**src/rtl/rd_codebook.sv**
```systemverilog
// rd_codebook -- reloads a packed SOM codebook from the external weight RAM.
//
// Issues N_WORDS sequential reads starting at a latched base address, one per
// cycle, and writes each returned word in place into the packed weights bus
// (word 0 in the MSBs, word N_WORDS-1 in the LSBs, matching the writer).
//
// Ports:
//   clk, rst        system clock, synchronous active-high reset
//   start           one-cycle load request (accepted only when idle)
//   base_addr       RAM address of word 0, latched on an accepted start
//   RAM_R_RE/_A     RAM read enable / address (registered)
//   RAM_R_D         RAM read data, valid RD_LAT cycles after RE/A
//   weights         packed codebook
//   busy            load in progress
//   done            one-cycle pulse once the last word has been captured
//   weights_valid   weights holds a complete codebook
//   chksum          (only with RD_CODEBOOK_CHKSUM_EN) sum of captured words
//
// Optional feature macro: RD_CODEBOOK_CHKSUM_EN
module rd_codebook #(
  parameter int N_WORDS = 64,
  parameter int WORD_W  = 24,
  parameter int ADDR_W  = 18,
  parameter int RD_LAT  = 1
) (
  input  logic                        clk,
  input  logic                        rst,
  input  logic                        start,
  input  logic [ADDR_W-1:0]           base_addr,
  output logic                        RAM_R_RE,
  output logic [ADDR_W-1:0]           RAM_R_A,
  input  logic [WORD_W-1:0]           RAM_R_D,
  output logic [N_WORDS*WORD_W-1:0]   weights,
  output logic                        busy,
  output logic                        done,
  output logic                        weights_valid
`ifdef RD_CODEBOOK_CHKSUM_EN
  ,
  output logic [WORD_W+5:0]           chksum
`endif
);

  localparam int IDX_W = $clog2(N_WORDS + 1);
  localparam int CHK_W = WORD_W + 6;

  typedef enum logic [1:0] {S_IDLE, S_ISSUE, S_DRAIN, S_DONE} state_t;

  state_t                      r_state;
  logic [ADDR_W-1:0]           r_base;
  logic [IDX_W-1:0]            r_issue_idx;
  logic [IDX_W-1:0]            r_cap_idx;
  logic [RD_LAT-1:0]           r_vld_p;
  logic                        r_ram_re;
  logic [ADDR_W-1:0]           r_ram_a;
  logic [N_WORDS*WORD_W-1:0]   r_weights;
  logic                        r_busy;
  logic                        r_done;
  logic                        r_weights_valid;
`ifdef RD_CODEBOOK_CHKSUM_EN
  logic [CHK_W-1:0]            r_chksum;
`endif

  assign RAM_R_RE      = r_ram_re;
  assign RAM_R_A       = r_ram_a;
  assign weights       = r_weights;
  assign busy          = r_busy;
  assign done          = r_done;
  assign weights_valid = r_weights_valid;
`ifdef RD_CODEBOOK_CHKSUM_EN
  assign chksum        = r_chksum;
`endif

  always_ff @(posedge clk) begin
    if (rst) begin
      r_state         <= S_IDLE;
      r_base          <= '0;
      r_issue_idx     <= '0;
      r_cap_idx       <= '0;
      r_vld_p         <= '0;
      r_ram_re        <= 1'b0;
      r_ram_a         <= '0;
      r_weights       <= '0;
      r_busy          <= 1'b0;
      r_done          <= 1'b0;
      r_weights_valid <= 1'b0;
`ifdef RD_CODEBOOK_CHKSUM_EN
      r_chksum        <= '0;
`endif
    end else begin
      // Issue-strobe delay line: the registered RE travels RD_LAT stages so
      // its tail lines up with the cycle the RAM presents the matching word.
      r_vld_p[0] <= r_ram_re;
      for (int i = 1; i < RD_LAT; i++) begin
        r_vld_p[i] <= r_vld_p[i-1];
      end

      // Capture stage: write the returning word in place at slot cap_idx.
      if (r_vld_p[RD_LAT-1]) begin
        for (int k = 0; k < N_WORDS; k++) begin
          if (r_cap_idx == IDX_W'(k)) begin
            r_weights[N_WORDS*WORD_W-1-k*WORD_W -: WORD_W] <= RAM_R_D;
          end
        end
        r_cap_idx <= r_cap_idx + IDX_W'(1);
`ifdef RD_CODEBOOK_CHKSUM_EN
        r_chksum  <= r_chksum + CHK_W'(RAM_R_D);
`endif
      end

      r_done <= 1'b0;

      // Control FSM; assignments here take precedence over the capture path
      // (only relevant for the counter clears on an accepted start).
      case (r_state)
        S_IDLE: begin
          if (start) begin
            r_base          <= base_addr;
            r_issue_idx     <= '0;
            r_cap_idx       <= '0;
            r_busy          <= 1'b1;
            r_weights_valid <= 1'b0;
`ifdef RD_CODEBOOK_CHKSUM_EN
            r_chksum        <= '0;
`endif
            r_state         <= S_ISSUE;
          end
        end
        S_ISSUE: begin
          r_ram_re    <= 1'b1;
          r_ram_a     <= r_base + ADDR_W'(r_issue_idx);
          r_issue_idx <= r_issue_idx + IDX_W'(1);
          if (r_issue_idx == IDX_W'(N_WORDS - 1)) begin
            r_state <= S_DRAIN;
          end
        end
        S_DRAIN: begin
          r_ram_re <= 1'b0;
          if (r_cap_idx == IDX_W'(N_WORDS)) begin
            r_done          <= 1'b1;
            r_weights_valid <= 1'b1;
            r_busy          <= 1'b0;
            r_state         <= S_DONE;
          end
        end
        S_DONE: begin
          r_state <= S_IDLE;
        end
        default: r_state <= S_IDLE;
      endcase
    end
  end

endmodule

```
**config.mk**
```make
export PLATFORM = sky130hd
export DESIGN_NAME = rd_codebook
export DESIGN_NICKNAME = d
export VERILOG_FILES = /design/src/rtl/rd_codebook.sv
export SDC_FILE = /design/constraint.sdc
export NUM_CORES = 2
export LEC_CHECK = 0
export CAP_MARGIN = 30
export CORE_AREA = 2 2 621 623
export CTS_CLUSTER_DIAMETER = 150
export DETAILED_ROUTE_END_ITERATION = 6
export DIE_AREA = 0 0 623 625
export GPL_TIMING_DRIVEN = 0
export SLEW_MARGIN = 20
export SYNTH_ARGS = -nofsm -noshare
export SYNTH_HDL_FRONTEND = slang
export SYNTH_SLANG_ARGS = --single-unit
```
**constraint.sdc**
```tcl
create_clock -name clk -period 1.94 [get_ports clk]
set_input_delay 0.194 -clock clk [delete_from_list [all_inputs] [get_ports clk]]
set_output_delay 0.194 -clock clk [all_outputs]
set_load 0.05 [all_outputs]
```
Word-level counts from Yosys, hierarchy flattened
Cells that the tools add are included.
Storage, ports and cells
  register bits after elaboration: 1593
Cells by class
  add/subtract/negate cells: 3
  equal/unequal tests: 71
  mux-type cells: 17
  bitwise logic cells: 1
  reduce and logical (&&, ||, !) cells: 74
Operators by type and width (number)
  7-bit by 6-bit equality test with 1-bit output, second input constant: 33
  2-bit AND reduction: 66
  7-bit by 5-bit equality test with 1-bit output, second input constant: 16
  7-bit by 4-bit equality test with 1-bit output, second input constant: 8
  7-bit by 3-bit equality test with 1-bit output, second input constant: 4
  7-bit 2-to-1 mux: 4
  18-bit by 7-bit adder with 18-bit output: 1
  7-bit by 1-bit adder with 7-bit output, second input constant: 2
  7-bit by 2-bit equality test with 1-bit output, second input constant: 2
  7-bit case mux with 2 select lines: 1
  2-bit case mux with 4 select lines: 1
  7-bit by 1-bit equality test with 1-bit output, second input constant: 1
  7-bit equality test, second input constant: 1
  7-bit zero test: 1
  2-bit 2-to-1 mux: 3
  2-bit != test, second input constant: 3
  1-bit case mux with 2 select lines: 3
  3-bit AND reduction: 2
  2-bit nonzero test: 3
  1-bit 2-to-1 mux: 5
  2-bit equality test, second input constant: 2
  2-bit by 1-bit equality test with 1-bit output, second input constant: 1
  2-bit zero test: 1
  2-bit OR reduction: 1
  1-bit NOT: 1

Logic depth before layout (Yosys ltp)
  depth in word-level cells: 4
  mapped depth: 8
  gate-level depth less buffers: 6

Worst setup path before layout
OpenSTA, ideal clock, no wires.
  kind: register to register
  start: register r_issue_idx[2]
  end: register r_ram_a[11], in the netlist RAM_R_A[11]
  setup time: 91 ps
  arrival: 1884 ps
  required time: 1849 ps
  path slack: -35 ps
  stages on the path, launching flop included: 7
  clock period less this slack: 1975 ps
  cell sequence: dfxtp_1 > ha_1 > o211ai_1 > o211a_1 > buf_6 > or4_1 > a311oi_1
Between the ends
  word-level cells in the longest chain between the ends: 1
Ends and longest elaborated chain
  from (decl): RTL line 50  | logic [IDX_W-1:0] r_issue_idx;
  from (signal assigned): RTL line 131  | r_issue_idx <= r_issue_idx + IDX_W'(1);
  18-bit by 7-bit adder with 18-bit output: RTL line 130  | r_ram_a <= r_base + ADDR_W'(r_issue_idx);
  to (signal assigned): RTL line 130
  to (decl): RTL line 54  | logic [ADDR_W-1:0] r_ram_a;
Every way passes these cells.
A chain may end at the register's enable or synchronous reset.

Final worst setup path
  start: input port rst
  end: register r_weights[933], in the netlist weights[933]
RTL lines
  from (decl): RTL line 27  | input logic rst,
  to (signal assigned): RTL line 82  | r_weights <= '0;
  to (signal, indexed assignment): RTL line 101  | r_weights[N_WORDS*WORD_W-1-k*WORD_W -: WORD_W] <= RAM_R_D;
  to (decl): RTL line 55  | logic [N_WORDS*WORD_W-1:0] r_weights;
No word-level cell between the ends.

==> flow_summary.toml <==
[status]
run_status = "finished, violations left"
violations = "negative setup slack"

[timing]
slew_headroom_pct = 18.16
setup_violations = 1313
period_needed_ps = 2122
timing.hold.ws_ps = 60.49
maxSlewViolCount = 0
fin_worst_skew_ps = 59.83
max_clock_freq_mhz = 471.2
period_share_pct = 109.4
worst_pin_slew_ps = 1228
grt_setup_unrepaired = "yes"
report.final.hold_viol_count = 0
finalWorstSetupSlack_ps = -182.5

[critical_path]
cp.arrival_ps = 2850
reg2regPathDepth = 9
crit_end = "weights[933]"
worstSetupEndpointType = "flop"
reg2reg_from = "r_cap_idx[5]"
worstPathRequired_ps = 2670
timing.critical_path.from_type = "primary input"
crit_reg_reg_endpoint = "weights[958]"
setup.reg_to_reg.worst_slack_ps = -120
critPathMaxFanout = 10
worst_setup_path_category = "primary input to flop"
cp-startpoint = "rst"

[pwr]
p_leak_uw = 0.03881
post_layout_total_power_uw = 76720
irDropWorstVdd_mv = 0.7501
pwr_density_cell_mw_per_mm2 = 819.4

[yosys]
yosysMostFrequentCell = "sky130_fd_sc_hd__nand2_1"
ys_ff_latch = 1593
post_synth.cell_area_avg_um2 = 7.815
synth_top_area_share_pct = 56.28
yosys_warnings = 0
net_count_after_synthesis = 7311
seq_area_frac_synth_pct = 56.28
synth_async_sr_flop_share_pct = 0
synth_area_mm2 = 0.05666
ys_top_cells_by_count = "sky130_fd_sc_hd__nand2_1 (3188), sky130_fd_sc_hd__dfxtp_1 (1593), sky130_fd_sc_hd__a21oi_1 (1565)"
synth_top_area_cell = "sky130_fd_sc_hd__dfxtp_1"
post_synth_main_area_contributors = "sky130_fd_sc_hd__dfxtp_1 (56%), sky130_fd_sc_hd__nand2_1 (21%), sky130_fd_sc_hd__a21oi_1 (14%)"
netlist-cell-type-count = 56
post_synth_inst_count = 7250
synth_enable_flop_cells = 0
synthFlopType = "sky130_fd_sc_hd__dfxtp_1"

[final_layout]
final_net_count = 9485
final.fill_count = 41970
drive_above_1_share_pct = 18.84
synthToLayoutAreaGrowth_pct = 65.26
final_util_pct = 24.40
finish.instance_area_mm2 = 0.09363

[floorplan]
floorplan.io_pins = 1603
die_width_um = 623
coreArea_mm2 = 0.3837
fp.dieH_um = 625
die_area_mm2 = 0.3894
floorplan.rows = 228
initial_core_util_pct = 14.77

[placed_design]
gp_congestion = 0.9275
placed_cell_area_mm2 = 0.08096
dpl.hpwl_mm = 322.0
place.port_buffers = 1577

[clocking]
numCtsBuffers = 190
cts_sinks = 1593
clk_pin_slew_worst_paths_ps = 60
root_buffer = "sky130_fd_sc_hd__clkbuf_16"
clock_insertion_delay_worst_skew_ps = 870
tritoncts = "yes"
clock_path_buffers = 4
cts_htree_levels = 4

[route]
wirelength_mm = 419.2
drt_first_iter_violations = 5901
drc = 0
total_number_of_vias = 62820
dr.pass1.iters = 6
postRouteAntennaNets = 0
routed_wire_length_per_instance_um = 28.58
vias_per_cell = 4.283

[hold_path]
holdCritPathClass = "primary input to flop"

[global_route]
grt_overflow = 0
grt_usage_pct = 20.00
wire_length_of_the_first_global_routing_pass_mm = 526.1
antenna_found_initial = 44
first_global_vias = 56000
grt_max_degree = 16

[job]
timing.max_cap.violations = 0
[layer usage]
metal / wire, um / track usage, % / part of all wire [%] / vias to the layer above
met4: 26700 / 10.17 / 6.4 / 6
met2: 194300 / 33.26 / 46 / 3608
met1: 157700 / 23.58 / 38 / 30530
met5: 34 / 0 / 0.0081 / -
li1: - / - / - / 27750
met3: 40470 / 5.382 / 9.7 / 925
[layout make-up]
| cell class | count | area (um2) | area share, % |
|---|---|---|---|
| sequential | 1593 | 31940 | 34.11 |
| multi-input combinational | 5011 | 24430 | 26.09 |
| timing repair buffer | 1994 | 20130 | 21.50 |
| tap | 5060 | 6331 | 6.761 |
| clock buffer | 282 | 5543 | 5.920 |
| buffer | 625 | 4339 | 4.634 |
| clock inverter | 60 | 793.3 | 0.8472 |
| antenna | 35 | 87.58 | 0.09354 |
| inverter | 9 | 38.79 | 0.04142 |
[what timing repair did]
action                      CTS  global route
buffers inserted            175            55
hold buffers                 41             0
resized for setup          2412           906
hold endpoints to repair     83             0
setup endpoints to repair  3122          2880
pin swaps                    89           209
gates cloned                  5            39
[state kept, by name (all words and copies together), names as in the netlist]
| signal | flops |
|---|---|
| RAM_R_A | 18 |
| RAM_R_RE | 1 |
| busy | 1 |
| done | 1 |
| r_base | 18 |
| r_cap_idx | 7 |
| r_issue_idx | 7 |
| r_state | 2 |
| r_vld_p | 1 |
| weights | 1536 |
| weights_valid | 1 |
[where the power goes]
part / switching [uW] / internal (uW)
logic: 4870 / 1490
clock network: 15800 / 21300
registers: 263 / 33000
total: 21000 / 55800
[layout by cell type (no fill, tap or decap), drive strengths merged, types with 7 or more instances in the layout]
master	synthesis	routed
a21oi	1565	1565
bufinv	0	10
a311oi	11	11
clkinv	0	31
nand2	3188	3188
nand4b	8	8
dlygate4sd3	0	41
o21ai	14	14
clkdlybuf4s18	0	11
dlygate4sd2	0	1326
clkdlybuf4s15	0	129
diode	0	35
xnor2	9	9
ha	15	15
and4b	8	8
nand4	7	7
nor2	88	88
or4	8	8
clkbuf	463	806
inv	9	23
clkdlybuf4s50	0	19
o31ai	9	9
dfxtp	1593	1593
buf	175	569
[how the worst min path moves through the flow]
stage                             start            end  slack, ps  cells past startpoint
after floorplan            base_addr[0]      r_base[0]        330                      2
after global placement    weights[1512]  weights[1512]        440                      2
after detailed placement   weights[709]   weights[709]        450                      2
after CTS                   RAM_R_D[23]    weights[95]          7                      4
after global routing        RAM_R_D[23]    weights[95]          5                      4
final                       RAM_R_D[23]    weights[95]         60                      4
[through the flow]
| step | instances | setup WS [ps] | setup TNS [ps] |
|---|---|---|---|
| floorplan | 7250 | 8.672 | 0 |
| global placement | 13890 | -4520 | -4138980 |
| detailed placement | 13990 | -1744 | -1672120 |
| CTS | 14540 | -182.6 | -233770 |
| global route | 14650 | -178.8 | -200150 |
| finish | 14670 | -182.5 | -44110 |
[worst max-delay path: stages]
cell and delay (ps):
sky130_fd_sc_hd__clkbuf_2 430, sky130_fd_sc_hd__clkbuf_4 380, sky130_fd_sc_hd__buf_12 200, sky130_fd_sc_hd__clkbuf_2 660, sky130_fd_sc_hd__clkbuf_1 780, sky130_fd_sc_hd__a21oi_1 80
[cell families after synthesis]
kind of cell / after synthesis / synth area share, %
fa+ha+maj: 16 / 0.3666
mux: 5 / 0.08833
xor+xnor: 13 / 0.2010
flops: 1593 / 56.28
simple gates: 3357 / 23.66
buf+inv: 647 / 4.889
compound gates: 1619 / 14.51
No activity file was read; power rests on OpenSTA's default activity.
